[config.mk]
export PLATFORM = sky130hd
export DESIGN_NAME = uart_config_flat
export DESIGN_NICKNAME = d
export VERILOG_FILES = /design/src/rtl/uart_config_if.sv /design/src/rtl/uart_config.sv /design/src/flat_wrapper.sv
export SDC_FILE = /design/constraint.sdc
export NUM_CORES = 1
export LEC_CHECK = 0
export BUFFER_PORTS_ARGS = -buffer_cell sky130_fd_sc_hd__buf_4
export CAP_MARGIN = 20
export CORE_ASPECT_RATIO = 0.8
export CORE_MARGIN = 5
export CORE_UTILIZATION = 60
export DETAILED_ROUTE_END_ITERATION = 10
export GPL_ROUTABILITY_DRIVEN = 1
export PLACE_DENSITY_LB_ADDON = 0.3
export SLEW_MARGIN = 0
export SYNTH_ARGS = -nofsm -noshare
export SYNTH_HDL_FRONTEND = slang
export SYNTH_SLANG_ARGS = --single-unit
[constraint.sdc]
create_clock -name clk -period 10.2 [get_ports clk]
set_clock_uncertainty 0.2 [all_clocks]
set_input_delay 1.53 -clock clk [delete_from_list [all_inputs] [get_ports clk]]
set_output_delay 1.53 -clock clk [all_outputs]
set_load 0.05 [all_outputs]
[src/rtl/uart_config_if.sv]
// Configuration link bundle: serial input towards the receiver and the
// latched configuration word and status flags back to the fabric.
interface uart_config_if;
   logic        uart_rx;
   logic [51:0] config_bits;
   logic        config_done;
   logic        config_error;

   modport master (
      output uart_rx,
      input  config_bits,
      input  config_done,
      input  config_error
   );

   modport slave (
      input  uart_rx,
      output config_bits,
      output config_done,
      output config_error
   );
endinterface

[src/rtl/uart_config.sv]
// Receives a 52-bit configuration word as seven 8N1 UART bytes (MSB byte first)
// and latches it atomically; framing or header faults lock into a sticky error.
module uart_config #(
   parameter int unsigned CLK_FREQ  = 50_000_000,
   parameter int unsigned BAUD_RATE = 115200
) (
   input logic          clk,
   input logic          rst,
   uart_config_if.slave cfg
);
   localparam int unsigned BaudDiv = CLK_FREQ / BAUD_RATE;
   localparam int unsigned HalfDiv = BaudDiv / 2;
   localparam int unsigned CntW    = (BaudDiv > 2) ? $clog2(BaudDiv) : 1;

   typedef enum logic [2:0] {
      StIdle,
      StStart,
      StData,
      StStop,
      StDone,
      StError
   } state_e;

   state_e            state_q, state_d;
   logic              rx_meta, rx_sync;
   logic [CntW-1:0]   cnt_q, cnt_d;
   logic [2:0]        bit_q, bit_d;
   logic [7:0]        shift_q, shift_d;
   logic [2:0]        byte_cnt_q, byte_cnt_d;
   // Holds header nibble plus up to five full bytes; the seventh byte goes
   // straight from the shift register into config_bits.
   logic [43:0]       acc_q, acc_d;
   logic [51:0]       bits_q, bits_d;

   always_ff @(posedge clk or posedge rst) begin
      if (rst) begin
         rx_meta    <= 1'b1;
         rx_sync    <= 1'b1;
         state_q    <= StIdle;
         cnt_q      <= '0;
         bit_q      <= '0;
         shift_q    <= '0;
         byte_cnt_q <= '0;
         acc_q      <= '0;
         bits_q     <= '0;
      end else begin
         rx_meta    <= cfg.uart_rx;
         rx_sync    <= rx_meta;
         state_q    <= state_d;
         cnt_q      <= cnt_d;
         bit_q      <= bit_d;
         shift_q    <= shift_d;
         byte_cnt_q <= byte_cnt_d;
         acc_q      <= acc_d;
         bits_q     <= bits_d;
      end
   end

   always_comb begin
      state_d    = state_q;
      cnt_d      = cnt_q + 1'b1;
      bit_d      = bit_q;
      shift_d    = shift_q;
      byte_cnt_d = byte_cnt_q;
      acc_d      = acc_q;
      bits_d     = bits_q;

      case (state_q)
         StIdle: begin
            cnt_d = '0;
            if (!rx_sync) state_d = StStart;
         end
         StStart: begin
            if (cnt_q == CntW'(HalfDiv - 1)) begin
               cnt_d   = '0;
               bit_d   = '0;
               state_d = rx_sync ? StError : StData;
            end
         end
         StData: begin
            if (cnt_q == CntW'(BaudDiv - 1)) begin
               cnt_d   = '0;
               shift_d = {rx_sync, shift_q[7:1]};
               bit_d   = bit_q + 3'd1;
               if (bit_q == 3'd7) state_d = StStop;
            end
         end
         StStop: begin
            if (cnt_q == CntW'(BaudDiv - 1)) begin
               cnt_d = '0;
               if (!rx_sync) begin
                  state_d = StError;
               end else if (byte_cnt_q == 3'd0 && shift_q[7:4] != 4'h0) begin
                  state_d = StError;
               end else begin
                  byte_cnt_d = byte_cnt_q + 3'd1;
                  if (byte_cnt_q == 3'd0) begin
                     acc_d = {40'b0, shift_q[3:0]};
                  end else begin
                     acc_d = {acc_q[35:0], shift_q};
                  end
                  if (byte_cnt_q == 3'd6) begin
                     bits_d  = {acc_q, shift_q};
                     state_d = StDone;
                  end else begin
                     state_d = StIdle;
                  end
               end
            end
         end
         StDone, StError: cnt_d = '0;
         default: state_d = StIdle;
      endcase
   end

   assign cfg.config_bits  = bits_q;
   assign cfg.config_done  = (state_q == StDone);
   assign cfg.config_error = (state_q == StError);
endmodule

[src/flat_wrapper.sv]
// flat-port wrapper written by rule: the top's interface ports become plain ports
module uart_config_flat 
#(
   parameter int unsigned CLK_FREQ  = 50_000_000,
   parameter int unsigned BAUD_RATE = 115200
)
  (clk, rst, cfg_uart_rx, cfg_config_bits, cfg_config_done, cfg_config_error);
  uart_config_if cfg_i ();
  input logic clk;
  input logic rst;
  input wire logic [$bits(cfg_i.uart_rx)-1:0] cfg_uart_rx;
  output wire logic [$bits(cfg_i.config_bits)-1:0] cfg_config_bits;
  output wire logic [$bits(cfg_i.config_done)-1:0] cfg_config_done;
  output wire logic [$bits(cfg_i.config_error)-1:0] cfg_config_error;
  assign cfg_i.uart_rx = cfg_uart_rx;
  assign cfg_config_bits = cfg_i.config_bits;
  assign cfg_config_done = cfg_i.config_done;
  assign cfg_config_error = cfg_i.config_error;
  uart_config #(.CLK_FREQ(CLK_FREQ), .BAUD_RATE(BAUD_RATE)) u_core (.clk(clk), .rst(rst), .cfg(cfg_i));
endmodule
== Yosys cells after proc, flatten, opt, wreduce, memory -nomap -nowiden ==
Cells that the tools add are included.
Storage, ports and cells
  register bits: 124
  input bits: 3
  output and inout bits: 54
  word-level logic and storage cells: 58
Operators by class
  add/sub/neg operators: 3
  equal/unequal tests: 14
  multiplexer cells: 17
  bitwise logic cells: 2
  reduce and logical (&&, ||, !) cells: 13
Operators with widths (number)
  44-bit two-way mux: 1
  3-bit two-way mux: 11
  9-bit one-hot mux with 3 select lines: 1
  9-bit two-way mux: 2
  3-bit one-hot mux with 5 select lines: 1
  3-bit == test (second input constant): 4
  9-bit by 1-bit adder with 9-bit output (second input constant): 1
  9-bit by 8-bit == test with 1-bit output (second input constant): 1
  9-bit == test (second input constant): 1
  2-bit by 1-bit inequality test with 1-bit output (second input constant): 4
  3-bit by 1-bit adder with 3-bit output (second input constant): 2
  3-bit by 2-bit == test with 1-bit output (second input constant): 2
  3-bit zero test: 2
  3-bit one-hot mux with 2 select lines: 1
  6-bit AND reduction: 1
  5-bit AND reduction: 1
  4-bit AND reduction: 1
  4-bit nonzero test: 1
  2-bit OR reduction: 2
  3-bit by 1-bit == test with 1-bit output (second input constant): 1
  3-bit AND reduction: 1
  3-bit OR reduction: 1
  2-bit inequality test (second input constant): 1
  1-bit NOT: 2
  3 further kinds: 3

== Logic depth before layout (Yosys ltp) ==
  depth in word-level cells: 6
  mapped depth: 9
  mapped depth without buffers: 6

== Worst setup path before layout ==
OpenSTA, ideal clock, no wires.
  kind: register -> output
  start: reg u_core.state_q[1]
  end: out cfg_config_done
  arrival: 1300 ps
  data required time: 8470 ps
  slack: 7170 ps
  stages on the path, launching flop included: 4
  buffers on the path: 1
  path through: dfrtp_1 buf_2 nand2b_1 nor2_1
Between the ends
  cells in the longest elaborated chain, start to end: 1
Ends and longest elaborated chain
  start: declaration: line uart_config.sv:24  | state_e state_q, state_d;
  start signal: assignment: line uart_config.sv:39  | state_q <= StIdle;
  start signal: assignment: line uart_config.sv:49  | state_q <= state_d;
  3-bit == test: line uart_config.sv:117  | assign cfg.config_done = (state_q == StDone);
  end: declaration: line flat_wrapper.sv:13  | output wire logic [$bits(cfg_i.config_done)-1:0] cfg_config_done;
No other way between the ends.

== Worst setup path in the final report ==
Ends and elaborated chain as after synthesis.

==> summary.txt <==
Detailed routing
  • Vias per inst: 5.70
  • Met2 wire length: around 5200 microns
  • Metal-1 WL: 4610 microns
  • Residual DRC: 0
  • Drt total wl: ~10000 microns
  • DR WL met3: 506 microns
  • DR top layer: met4
  • Wire length per cell: 17.4 microns
  • Antenna Nets Post-Route: 0
  • Drt pass-1 iters: 4
  • Routed via count: 3413
  • Initial DRC count: ~260

Clock network
  • Clock sink total: 124
  • Clock root cell: clkbuf_8
  • Resized Gates After CTS: 0
  • H-tree depth: 4
  • Hold_buf cts: 0
  • Max Buffers Root-to-Sink: 2
  • Post-CTS setup buffer count: 0
  • CTS tree: built
  • Worst skew pair latency: 0.51 ns
  • Clk pin slew, worst setup/hold paths: approximately 0.06 ns
  • CTS buffer count: 17

Power
  • Max rail drop VDD: 136 uV
  • Power density over the cells: between 150 and 200 mW/mm^2
  • Static Leak: 3.13 nW

Layout
  • Ant. Diodes: 0
  • Fin util: 73.7%
  • NumNets Final: 485
  • Layout area overhead: 19.8%
  • Layout cells sized above 1: 21.6%

Worst setup path
  • FF-to-FF setup slack: 6.92 ns
  • Slowest-stage cell, CP: dfrtp_1
  • RR Startpoint: u_core.cnt_q[1]
  • CP max FO: 9
  • Worst-path cell chain: nand2b_1 > nor2_1 > buf_4
  • Slowest stage delay, CP: around 0.46 ns
  • Setup Crit Path Kind: flop to output port
  • Startpoint Class: flop
  • Crit path capture type: output port
  • Worst R2R Path Depth: 8
  • Reg-to-Reg End: u_core.cfg.config_bits[1]
  • CP arrival: ~1.6 ns
  • Worst endpoint required time: around 8.5 ns

Place
  • Routability congestion estimate: approximately 0.75
  • IO Port Bufs: 56
  • Pre-CTS setup slack: around 7 ns
  • Post-DP HPWL: roughly 6100 microns

Synthesis
  • Yosys warnings: 0
  • Mapped Cells: roughly 420
  • Synth cell count leaders: dfrtp_1 (122), mux2_1 (64), inv_1 (47), nand4_1 (41), o21ai_1 (41)
  • #FFs+latches synth: around 120
  • Synth area leaders: dfrtp_1 (58%), mux2_1 (14%), nand4_1 (4.9%)
  • Syn avg cell area: 12.4 sq um
  • Leading area contributor after synthesis: dfrtp_1
  • Post-Syn Area: between 0.005 and 0.006 sq mm
  • Register area share after synthesis: 59.5%
  • Main flop type after synthesis: dfrtp_1
  • Post-synth top area share: roughly three fifths
  • Post-Synthesis Net Count: 432
  • Async SR Flop Fraction: between 90% and 100%
  • Most frequent cell after synthesis: dfrtp_1
  • Synth unique cells: 42
  • Post-synth EDFFs: 0

Timing
  • Fin crit period: 3.34 ns
  • Final setup TNS: 0 ns
  • PnR worst setup slack: 6.86 ns
  • Final Max Tran Viols: 0
  • Achievable frequency: 300 MHz
  • Slew @ Worst Pin: about 0.9 ns
  • Final hold viol count: 0
  • Fin crit share: about a third
  • Slew headroom: 38.3%
  • Final setup fails: 0
  • RSZ-0062 raised after global routing: no

GRT
  • Total track usage: 21.0%
  • First-pass GRT wire length: between 15000 and 20000 microns
  • Initial antenna violation count: 0
  • Vias in the first global route: around 3600
  • Total gr overflow: 0
  • Pin count of the biggest net entering global routing: 91

Floorplanning
  • Initial Util: 61.5%
  • CORE AREA: 0.00848 sq mm
  • Row cnt: 30
  • Boundary Pins: between 50 and 60
  • Die Area: 0.0107 sq mm
  • Die X: 114 microns
  • Die Ht: roughly 93 microns

Worst hold path
  • HP Start: u_core.rx_meta
  • Hold Path Depth: 0
  • Hold Crit Class: flop to flop
  • Hold Path Sink: u_core.rx_sync

Flow run
  • Max Cap Viol: 0

Outcome
  • Status: finished clean
per-stage QoR:
stage	hold slack [ns]	cells	power (mW)	cell area (sq um)
after global placement	0.148	566	0.515	5650
after floorplan	0.145	421	0.512	5220
after CTS	0.162	598	1.10	6230
after detailed placement	0.147	566	0.516	5650
after global routing	0.165	599	1.13	6260
final	0.163	599	1.09	6260
area by class of cell:
type | count | area, sq um
repair buffers | 62 | 485
inverters | 47 | 179
well taps | 112 | 140
clock buffers | 20 | 445
clock inverters | 12 | 136
fillers | 558 | 2230
flip-flops and latches | 124 | 3110
multi-input cells | 222 | 1760
how the worst max path moves through the flow:
stage	from	to	slack, ns	cells after the start
2_1_floorplan	rst	u_core.acc_q[0]	5.17	1
3_3_place_gp	rst	u_core.cfg.config_bits[1]	6.95	3
3_5_place_dp	rst	u_core.cfg.config_bits[2]	6.90	3
4_1_cts	u_core.state_q[1]	cfg_config_done	6.86	3
5_1_grt	u_core.cnt_q[1]	u_core.cfg.config_bits[19]	6.73	8
6_report	u_core.state_q[1]	cfg_config_done	6.86	3
cell usage in the layout (no fill, tap or decap), types with 2 or more instances in the layout:
master	count
a21oi_1	2
mux2_2	2
buf_4	61
mux2_1	64
xor2_1	4
xnor2_1	6
dfrtp_1	122
dfstp_2	2
nor2_1	16
nand4_1	41
o21ai_1	41
clkinvlp_4	3
a22o_1	2
bufinv_16	2
clkbuf_8	3
nand2_1	4
nand2b_1	4
ha_1	8
nand3_1	2
inv_6	2
clkinv_4	3
clkinv_2	2
inv_1	46
nor3_1	2
clkbuf_16	16
o211ai_1	2
nor4_1	2
report_power, final:
| part | internal, mW | switching, mW | total [mW] |
|---|---|---|---|
| Combinational | 0.00229 | 0.00954 | 0.0118 |
| Sequential | 0.493 | 0.00312 | 0.496 |
| Clock | 0.362 | 0.221 | 0.583 |
| Total | 0.857 | 0.233 | 1.09 |
flip-flops by register name (all words and copies together), names as in the netlist:
register                cells
u_core.cfg.config_bits     52
u_core.acc_q               44
u_core.cnt_q                9
u_core.shift_q              8
u_core.bit_q                3
u_core.byte_cnt_q           3
u_core.state_q              3
u_core.rx_meta              1
u_core.rx_sync              1
kinds of logic after synthesis:
group | synth area share (%)
fa+ha+maj | 1.92
buf+inv | 6.90
simple gates | 9.85
compound gates | 5.94
xor+xnor | 1.68
flops | 59.5
mux | 14.2
worst max-delay path, delay by kind of cell (launching register included):
kind                   cells  cell delay [ns]
AND/OR/NAND/NOR            2             0.41
flip-flops                 1             0.46
buffers and inverters      1             0.23
per-layer routing:
layer	vias up	GRT usage, %
met2	91	33.3
met4	0	7.22
met3	4	5.63
li1	1578	-
met1	1740	28.2
met5	-	0
(Power assumes the default switching activity.)
